**src/rtl/rv_core_pkg.sv**
```systemverilog
// Shared types for the RV32I core front end.
//   RESET_VECTOR_DFLT : default PC of the first fetch after reset
//   INST_W            : instruction word width
//   fetch_state_e     : fetch sequencer states
//   fetch_entry_t     : buffered instruction word and its PC
package rv_core_pkg;
  localparam logic [31:0] RESET_VECTOR_DFLT = 32'h0000_0000;
  localparam int          INST_W            = 32;

  typedef enum logic [1:0] {BOOT, FETCH, DRAIN} fetch_state_e;

  typedef struct packed {
    logic [INST_W-1:0] data;
    logic [31:0]       pc;
  } fetch_entry_t;
endpackage

```
**src/rtl/fetch_fifo.sv**
```systemverilog
// Synchronous FIFO of fetch_entry_t feeding the decode stage.
// Ports: clk/rst_n (async active-low), push_i/push_data_i, pop_i, flush_i,
//        head_o (oldest entry), count_o, empty_o, full_o.
// Flush wins over push and pop in the same cycle. Push on full and pop on
// empty are ignored. DEPTH must be a power of 2 so the pointers wrap freely.
module fetch_fifo
  import rv_core_pkg::*;
#(
  parameter  int DEPTH = 2,
  localparam int AW    = $clog2(DEPTH),
  localparam int CW    = $clog2(DEPTH + 1)
) (
  input  logic          clk,
  input  logic          rst_n,
  input  logic          push_i,
  input  fetch_entry_t  push_data_i,
  input  logic          pop_i,
  input  logic          flush_i,
  output fetch_entry_t  head_o,
  output logic [CW-1:0] count_o,
  output logic          empty_o,
  output logic          full_o
);
  fetch_entry_t  mem_q [DEPTH];
  logic [AW-1:0] wr_q, rd_q;
  logic [CW-1:0] cnt_q;
  logic          do_push, do_pop;

  assign empty_o = (cnt_q == '0);
  assign full_o  = (cnt_q == CW'(DEPTH));
  assign count_o = cnt_q;
  assign head_o  = mem_q[rd_q];
  assign do_push = push_i & ~full_o;
  assign do_pop  = pop_i & ~empty_o;

  always_ff @(posedge clk or negedge rst_n) begin
    if (!rst_n) begin
      wr_q  <= '0;
      rd_q  <= '0;
      cnt_q <= '0;
      for (int i = 0; i < DEPTH; i++) mem_q[i] <= '0;
    end else if (flush_i) begin
      wr_q  <= '0;
      rd_q  <= '0;
      cnt_q <= '0;
    end else begin
      if (do_push) begin
        mem_q[wr_q] <= push_data_i;
        wr_q        <= wr_q + AW'(1);
      end
      if (do_pop) rd_q <= rd_q + AW'(1);
      cnt_q <= cnt_q + CW'(do_push) - CW'(do_pop);
    end
  end
endmodule

```
**src/rtl/if_fetch_unit.sv**
```systemverilog
// RV32I instruction fetch stage: PC generation, IM request issue with a
// credit limit, in-order instruction buffer towards decode, and redirect
// handling that discards stale in-flight IM responses.
// Ports: clk, rst_n (async active-low)
//        im_req_valid/im_req_ready/im_addr : IM request channel
//        im_rsp_valid/im_rdata              : IM in-order response
//        inst_valid/inst_ready/inst_data/inst_pc : decode handshake
//        redirect_valid/redirect_pc         : branch/jump redirect pulse
// Optional (macro FETCH_PERF_EN): perf_fetch_cnt, perf_drop_cnt counters.
module if_fetch_unit
  import rv_core_pkg::*;
#(
  parameter logic [31:0] RESET_VECTOR = RESET_VECTOR_DFLT,
  parameter int          FIFO_DEPTH   = 2
) (
  input  logic        clk,
  input  logic        rst_n,
  output logic        im_req_valid,
  input  logic        im_req_ready,
  output logic [31:0] im_addr,
  input  logic        im_rsp_valid,
  input  logic [31:0] im_rdata,
  output logic        inst_valid,
  input  logic        inst_ready,
  output logic [31:0] inst_data,
  output logic [31:0] inst_pc,
  input  logic        redirect_valid,
  input  logic [31:0] redirect_pc
`ifdef FETCH_PERF_EN
  ,
  output logic [31:0] perf_fetch_cnt,
  output logic [31:0] perf_drop_cnt
`endif
);
  localparam int CW = $clog2(FIFO_DEPTH + 1);

  fetch_state_e  state_q, state_d;
  logic [31:0]   pc_q, pc_d, rsp_pc_q, rsp_pc_d;
  logic [CW-1:0] out_q, out_d, out_after_rsp;
  logic [CW-1:0] fifo_count;
  logic          fifo_empty, fifo_full;
  fetch_entry_t  fifo_head;
  logic [CW:0]   credit_used;
  logic          req_fire, rsp_keep;
  logic [31:0]   redir_pc;
  logic          unused_redir_lsbs;

  assign unused_redir_lsbs = ^redirect_pc[1:0];
  assign redir_pc          = {redirect_pc[31:2], 2'b00};

  // Requests in flight plus buffered words never exceed the FIFO size, so
  // every response has a slot waiting for it.
  assign credit_used  = {1'b0, out_q} + {1'b0, fifo_count};
  assign im_req_valid = (state_q == FETCH) & ~redirect_valid
                      & (credit_used < (CW+1)'(FIFO_DEPTH));
  assign im_addr      = pc_q;
  assign req_fire     = im_req_valid & im_req_ready;
  assign rsp_keep     = im_rsp_valid & (state_q == FETCH) & ~redirect_valid;

  // Outstanding count once this cycle's response retires; decides whether a
  // redirect still has stale responses to swallow.
  assign out_after_rsp = out_q - CW'(im_rsp_valid);

  always_comb begin
    state_d  = state_q;
    pc_d     = req_fire ? pc_q + 32'd4 : pc_q;
    rsp_pc_d = rsp_keep ? rsp_pc_q + 32'd4 : rsp_pc_q;
    out_d    = out_q + CW'(req_fire) - CW'(im_rsp_valid);
    case (state_q)
      BOOT:    state_d = FETCH;
      FETCH:   state_d = FETCH;
      DRAIN:   if (out_after_rsp == '0) state_d = FETCH;
      default: state_d = BOOT;
    endcase
    if (redirect_valid) begin
      pc_d     = redir_pc;
      rsp_pc_d = redir_pc;
      if (state_q != BOOT)
        state_d = (out_after_rsp != '0) ? DRAIN : FETCH;
    end
  end

  always_ff @(posedge clk or negedge rst_n) begin
    if (!rst_n) begin
      state_q  <= BOOT;
      pc_q     <= RESET_VECTOR;
      rsp_pc_q <= RESET_VECTOR;
      out_q    <= '0;
    end else begin
      state_q  <= state_d;
      pc_q     <= pc_d;
      rsp_pc_q <= rsp_pc_d;
      out_q    <= out_d;
    end
  end

  fetch_fifo #(.DEPTH(FIFO_DEPTH)) u_fifo (
    .clk        (clk),
    .rst_n      (rst_n),
    .push_i     (rsp_keep & ~fifo_full),
    .push_data_i('{data: im_rdata, pc: rsp_pc_q}),
    .pop_i      (inst_valid & inst_ready),
    .flush_i    (redirect_valid),
    .head_o     (fifo_head),
    .count_o    (fifo_count),
    .empty_o    (fifo_empty),
    .full_o     (fifo_full)
  );

  assign inst_valid = ~fifo_empty;
  assign inst_data  = fifo_head.data;
  assign inst_pc    = fifo_head.pc;

`ifdef FETCH_PERF_EN
  logic [31:0] fetch_cnt_q, drop_cnt_q;

  always_ff @(posedge clk or negedge rst_n) begin
    if (!rst_n) begin
      fetch_cnt_q <= '0;
      drop_cnt_q  <= '0;
    end else begin
      if (rsp_keep)                 fetch_cnt_q <= fetch_cnt_q + 32'd1;
      if (im_rsp_valid & ~rsp_keep) drop_cnt_q  <= drop_cnt_q + 32'd1;
    end
  end

  assign perf_fetch_cnt = fetch_cnt_q;
  assign perf_drop_cnt  = drop_cnt_q;
`endif
endmodule

```
**config.mk**
```make
export PLATFORM = sky130hd
export DESIGN_NAME = if_fetch_unit
export DESIGN_NICKNAME = d
export VERILOG_FILES = /design/src/rtl/rv_core_pkg.sv /design/src/rtl/fetch_fifo.sv /design/src/rtl/if_fetch_unit.sv
export SDC_FILE = /design/constraint.sdc
export NUM_CORES = 1
export LEC_CHECK = 0
export BUFFER_PORTS_ARGS = -buffer_cell sky130_fd_sc_hd__buf_4
export CAP_MARGIN = 40
export CORE_MARGIN = 3
export CORE_UTILIZATION = 51
export DETAILED_ROUTE_END_ITERATION = 16
export PLACE_DENSITY = 0.77
export SLEW_MARGIN = 20
export SYNTH_ARGS = -nofsm -noshare
export SYNTH_HDL_FRONTEND = slang
export SYNTH_SLANG_ARGS = --single-unit
```
**constraint.sdc**
```tcl
create_clock -name clk -period 2.7 [get_ports clk]
set_clock_uncertainty 0.2 [all_clocks]
set_input_delay 0.135 -clock clk [delete_from_list [all_inputs] [get_ports clk]]
set_output_delay 0.135 -clock clk [all_outputs]
set_load 0.02 [all_outputs]
```
==> impl_metrics.tcl, run 1 <==
set metrics [dict create \
    grt_pass1_wl_um 37800 \
    final_util_pct 70.4 \
    netlist.area_leader.share_pct 51.9 \
    die_area_um2 19800 \
    slew_headroom_pct 39.2 \
    layout_min_cycle_time_ps 2800 \
    dr.pass1.iters 6 \
    crit_chain "and2_4, fa_1, or4b_4, nor2_4, inv_2, ha_4, inv_2, ha_4, xnor2_2, xnor2_1" \
    r2r_cells 10 \
    synth.distinct_cells 53 \
    worstPathMaxFanout 3 \
    place_hpwl_um 15900 \
    startpoint_type "flip-flop" \
    final_cells 1239 \
    via_count 6927 \
    cp_slowest_stage_delay_ps 580 \
    power_density_nw_per_um2 1000 \
    tns_ps -539 \
    wirelength_um 23700 \
    insertion_delay_ps 440 \
    synth_area_leader_cell "dfrtp_1" \
    ctsLongestPathBuffers 2 \
    status "finished, violations left" \
    root_buffer "clkbuf_16" \
    place_inst 1134 \
    worst_slew_pin_slew_ps 904 \
    crit_type "flip-flop to flip-flop" \
    clock_sinks 192 \
    critPathCaptureType "flip-flop" \
    drv_cap 0 \
    drc 0 \
    yosysSeqAreaShare_pct 51.9 \
    initial_core_util_pct 52.8 \
    hp-class "primary input to async pin" \
    violations "setup timing" \
    synth_seq_cells 192 \
    avgSynthCellArea_um2 12.3 \
    area_growth_pct 33.4 \
    postLayoutSetupSlackWorst_ps -102 \
    grt_pass1_vias 7179 \
    ys_warn_count 0 \
    grt_overflow_total 0 \
    cp_slowest_cell "or4b_4" \
    setup_violations 9 \
    core-area_um2 17500 \
    cts_tree "built" \
    portBuffers 161 \
    finalCritPeriodShare_pct 104 \
    avgRoutedWirePerCell_um 19.1 \
    synth_ff_type "dfrtp_1" \
    rows 48 \
    syn_inst 750 \
    antenna_found_initial 0 \
    drive_gt1_share_pct 45.3 \
    p_leak_uw 0.00545 \
    dieHeight_um 141 \
    irDropWorstVdd_v 0.000747 \
    power.total_uw 12400 \
    crit_required_ps 2810 \
    grt_util_all_layers_pct 24.1 \
    htreeDepth 4 \
    nets 1077 \
    clk_pin_slew_ps 70 \
    finalHoldViolCount 0 \
    drt_iter0_markers 469 \
    die_w_um 141 \
    async_reset_ff_share_pct 100 \
    grt_max_degree 81 \
    synth_area_um2 9260 \
    synth-edff-count 0 \
    ant_nets 0 \
    synth.area.top_cells "dfrtp_1 52%, mux2_2 24%, xor2_1 2.5%, nand2_1 2.0%, xnor2_1 1.8%" \
    vias_per_cell 5.59 \
    numCtsBuffers 17 \
    fmax_mhz 357 \
    slew_violations 0 \
    arrival_ps 2920 \
    gp_congestion 0.953 \
    io_pins 168 \
    pre_cts_ws_ps -170 \
    rsz0062_at_grt "true" \
]
## power breakdown
part	total [uW]	internal, uW	leakage, uW	switching, uW
Clock	2660	1510	0.000299	1150
Combinational	5120	2690	0.00279	2420
Sequential	4610	3940	0.00236	671
## per-layer routing
| metal | global-route usage (%) | up-vias | wire length (um) |
|---|---|---|---|
| li1 | - | 3211 | - |
| met4 | 6.68 | 0 | 399 |
| met1 | 33.1 | 3477 | 10500 |
| met3 | 4.14 | 29 | 1110 |
| met5 | 0 | - | 0 |
| met2 | 39.8 | 210 | 11600 |
## synth_stat cells (2+ instances only)
master / count
and2_1: 8
o211ai_1: 9
dfrtp_1: 192
a21boi_0: 4
buf_1: 7
and4_1: 2
or4_1: 2
nor4_4: 2
mux2_2: 196
nor3_4: 2
ha_1: 6
nand3_1: 29
inv_1: 10
nor2_1: 26
nand4_1: 25
o21ai_0: 29
mux2_1: 2
xor2_1: 26
nor3_2: 2
nand2b_1: 4
or3_1: 2
a21oi_1: 7
buf_4: 10
buf_2: 9
nor2b_1: 3
a31oi_1: 7
mux2i_1: 2
and3_1: 6
clkbuf_1: 11
a22oi_1: 2
nor4_1: 8
or2_2: 2
o311ai_0: 6
xnor2_1: 19
nand2_1: 50
nor3_1: 6
## state kept, by name (all words and copies together) (netlist names)
signal	cells
u_fifo.mem_q	124
im_addr	30
rsp_pc_q	30
out_q	2
state_q	2
u_fifo.count_o	2
u_fifo.rd_q	1
u_fifo.wr_q	1
## timing repair
action	4_1_cts	5_1_grt
hold buffers	69	0
pin swaps	5	8
setup buffers	0	3
endpoints found under the setup margin	21	26
gates resized for setup	5	26
hold endpoints to repair	205	0
## path summary, 6_finish.rpt
kind	from	to	slack, ps
max in group asynchronous	rst_n	u_fifo.mem_q[21]$_DFFE_PN0P_	1410
setup reg to reg	u_fifo.count_o[0]$_DFF_PN0_	out_q[1]$_DFF_PN0_	-100
setup / recovery	u_fifo.count_o[0]$_DFF_PN0_	out_q[1]$_DFF_PN0_	-100
min in group clk	im_req_ready	im_addr[6]$_DFFE_PN0P_	170
hold / removal	rst_n	u_fifo.mem_q[103]$_DFFE_PN0P_	120
hold reg to reg	u_fifo.mem_q[94]$_DFFE_PN0P_	u_fifo.mem_q[94]$_DFFE_PN0P_	290
## worst max-delay path, delay by kind of cell, from the launching register on
kind	cells	cell delay, ps
adders and majority gates	3	890
buffers and inverters	2	100
and+or+nand+nor	3	870
DFF	1	370
xor gates and xnor gates	2	250
## placed cells by master (no fill, tap or decap), drive strengths merged, types with 2 or more instances in the layout
master,instances
mux2,198
buf,196
dfrtp,192
dlygate4sd3,69
nand2,50
nand3,29
o21ai,29
nand4,27
nor2,27
xor2,26
clkbuf,20
xnor2,19
inv,17
nor4,10
nor3,10
o211ai,9
and2,8
a31oi,7
a21oi,7
and3,6
ha,6
o311ai,6
nand2b,4
a21boi,4
conb,4
nor2b,3
bufinv,3
and4,3
clkinv,3
or3,2
or2,2
mux2i,2
a22oi,2
or4,2
## cell families after synthesis
| logic type | after synthesis | share of synthesized area [%] |
|---|---|---|
| multiplexers | 200 | 24.3 |
| flip-flops | 192 | 51.9 |
| AND/OR/NAND/NOR | 187 | 11.3 |
| AO/OA/AOI/OAI | 69 | 4.66 |
| buffers and inverters | 49 | 2.51 |
| XOR/XNOR | 45 | 4.26 |
| adder cells (fa/ha/maj) | 7 | 1.03 |
| other | 1 | 0.0405 |
## per-stage QoR
stage / hold slack [ps] / cell area, um2
floorplan: -361 / 9310
global placement: 24.1 / 10900
detailed placement: 32.7 / 10900
CTS: 125 / 12200
global route: 168 / 12400
finish: 117 / 12400
## cell type report
| class | instances | area, um2 |
|---|---|---|
| fillers | 1238 | 5180 |
| flip-flops and latches | 192 | 4810 |
| multi-input cells | 512 | 4380 |
| repair buffers | 265 | 2220 |
| clock buffers | 20 | 447 |
| well taps | 225 | 282 |
| clock inverters | 12 | 170 |
| inverters | 12 | 45.0 |
| diodes | 1 | 2.50 |
(Power assumes the default switching activity.)
==> inputs of run 2 (changes only) <==
--- a/config.mk
+++ b/config.mk
@@ -7,10 +7,12 @@
 export LEC_CHECK = 0
 export BUFFER_PORTS_ARGS = -buffer_cell sky130_fd_sc_hd__buf_4
 export CAP_MARGIN = 40
+export CELL_PAD_IN_SITES_DETAIL_PLACEMENT = 0
+export CELL_PAD_IN_SITES_GLOBAL_PLACEMENT = 1
 export CORE_MARGIN = 3
-export CORE_UTILIZATION = 51
+export CORE_UTILIZATION = 41
 export DETAILED_ROUTE_END_ITERATION = 16
-export PLACE_DENSITY = 0.77
+export PLACE_DENSITY_LB_ADDON = 0.1
 export SLEW_MARGIN = 20
 export SYNTH_ARGS = -nofsm -noshare
 export SYNTH_HDL_FRONTEND = slang
==> run 2 against run 1 <==
Against the previous run: the flow still finishes with violations (setup timing); cell area down 0.66%; global-route usage is 4.2 points lower; non-clock buffer count down 2; clock power down 10%; largest cell class unchanged; hold slack lost 7.3 ps; die area increased by 23%; combinational power is essentially flat.
==> impl_metrics.tcl, run 2 (synthesized netlist as in run 1, its figures left out) <==
set metrics [dict create \
    vias_per_cell 5.33 \
    reg2reg_from "u_fifo.count_o[0]$_DFF_PN0_" \
    p_comb_share_pct 42.1 \
    postLayoutSetupSlackWorst_ps -69.3 \
    seqCellArea_um2 4810 \
    avgRoutedWirePerCell_um 18.8 \
    ctsLongestPathBuffers 2 \
    startpoint_type "flip-flop" \
    pwr-share-clk_pct 19.8 \
    wirelength_um 24300 \
    regMostFlops "u_fifo.mem_q" \
    via_count 6881 \
    fmax_mhz 361 \
    slew_violations 0 \
    p_sw_uw 4250 \
    seqPwrFrac_pct 38.1 \
    ant_nets 0 \
    drt_iter0_markers 342 \
    final_area_um2 12300 \
    endpoint "im_addr[11]$_DFFE_PN0P_" \
    worst_slew_pin_slew_ps 720 \
    multi_input_area_um2 4310 \
    drv_cap 0 \
    mostFrequentLayoutCells "196 x mux2_2, 191 x dfrtp_1, 190 x buf_4" \
    root_buffer "clkbuf_16" \
    final_util_pct 55.7 \
    fillers 1874 \
    grt_util_all_layers_pct 19.9 \
    cp-startpoint "u_fifo.count_o[0]$_DFF_PN0_" \
    grt_overflow_total 0 \
    area_growth_pct 32.6 \
    critPathCaptureType "flip-flop" \
    r2r_cells 8 \
    arrival_ps 2890 \
    reg2reg_slack_ps -70 \
    finalCritPeriodShare_pct 103 \
    core-area_um2 22000 \
    gp_congestion 0.847 \
    crit_type "flip-flop to flip-flop" \
    dr.pass1.iters 5 \
    r2r-end "im_addr[11]$_DFFE_PN0P_" \
    num_antenna_cells 0 \
    clk_pin_slew_ps 80 \
    status "finished, violations left" \
    insertion_delay_ps 430 \
    pre_cts_ws_ps -142 \
    setup_violations 7 \
    nets 1075 \
    layout_commonest_cell "mux2_2" \
    drive_gt1_share_pct 45.0 \
    numCtsBuffers 17 \
    largest_register_ffs 124 \
    antenna_found_initial 0 \
    tns_ps -383 \
    drc 0 \
    place_hpwl_um 17000 \
    irDropWorstVdd_v 0.000397 \
    place_area_um2 11000 \
    clock_sinks 192 \
    dieHeight_um 156 \
    grt_pass1_vias 7223 \
    grt_max_degree 86 \
    p_leak_uw 0.00542 \
    switching_share_pct 35.2 \
    cts_tree "built" \
    hp-class "primary input to async pin" \
    rows 54 \
    die_w_um 156 \
    grt_pass1_wl_um 38400 \
    worstPathMaxFanout 4 \
    htreeDepth 4 \
    layout_min_cycle_time_ps 2770 \
    rsz0062_at_grt "true" \
    die_area_um2 24400 \
    slew_headroom_pct 52.0 \
    io_pins 168 \
    power_density_nw_per_um2 985 \
    initial_core_util_pct 42.0 \
    crit_required_ps 2830 \
    violations "setup timing" \
    finalHoldViolCount 0 \
    p_int_uw 7830 \
    portBuffers 161 \
]
run 2: cell count changes in the layout (fill, tap and decap cells not counted), sizes merged:
cell / previous run / this run
clkinv: 3 / 8
bufinv: 3 / 0
dlygate4sd3: 69 / 66
clkbuf: 20 / 19
clkinvlp: 1 / 0
diode: 1 / 0
run 2: layer usage:
metal  up-vias  global-route usage [%]  wire [um]
met5         -                       0          0
met4         0                    5.38        331
met3        26                    3.84        976
met2       162                    31.5      11600
met1      3501                    28.2      11300
li1       3192                       -          -
run 2: worst min-delay path by stage:
stage | slack (ps) | cells after the start | endpoint | startpoint
6_report | 110 | 2 | u_fifo.mem_q[78]$_DFFE_PN0P_ | rst_n
5_1_grt | 170 | 5 | im_addr[6]$_DFFE_PN0P_ | im_req_ready
4_1_cts | 130 | 5 | im_addr[6]$_DFFE_PN0P_ | im_req_ready
2_1_floorplan | -360 | 0 | im_addr[10]$_DFFE_PN0P_ | rst_n
3_3_place_gp | 30 | 1 | u_fifo.mem_q[15]$_DFFE_PN0P_ | rst_n
3_5_place_dp | 40 | 1 | u_fifo.mem_q[78]$_DFFE_PN0P_ | rst_n
run 2: what timing repair did:
| action | CTS | global route |
|---|---|---|
| endpoints found under the setup margin | 22 | 24 |
| pin swaps | 5 | 10 |
| buffers inserted | 1 | 3 |
| hold endpoints to repair | 209 | 0 |
| resized for setup | 3 | 18 |
| hold buffers | 66 | 0 |
run 2: worst max-delay path, stage by stage (launching register included):
cell and delay [ps]:
dfrtp_1 380, and2_4 160, fa_1 480, or4b_4 540, buf_4 160, nor3_4 200
nand3_1 130, xnor2_1 160, mux2_2 260
run 2: area by class of cell:
type | instances | area share [%]
flip-flops and latches | 192 | 39.2
multi-input cells | 512 | 35.1
clock buffers | 18 | 3.50
clock inverters | 13 | 1.03
well taps | 280 | 2.85
inverters | 12 | 0.367
repair buffers | 263 | 18.0
run 2: power groups by stage:
stage | Sequential, uW | Combinational (uW) | Clock, uW
global route | 4750 | 5470 | 2590
finish | 4600 | 5090 | 2390
detailed placement | 4660 | 5000 | 0
CTS | 4610 | 5120 | 2460
global placement | 4570 | 4900 | 0
floorplan | 4510 | 3170 | 0
run 2: through the flow:
step	hold WS (ps)	total power, uW	std cells
floorplan	-361	7680	753
global placement	26.8	9470	1189
detailed placement	42.2	9650	1189
CTS	129	12200	1287
global route	174	12800	1290
finish	110	12100	1290
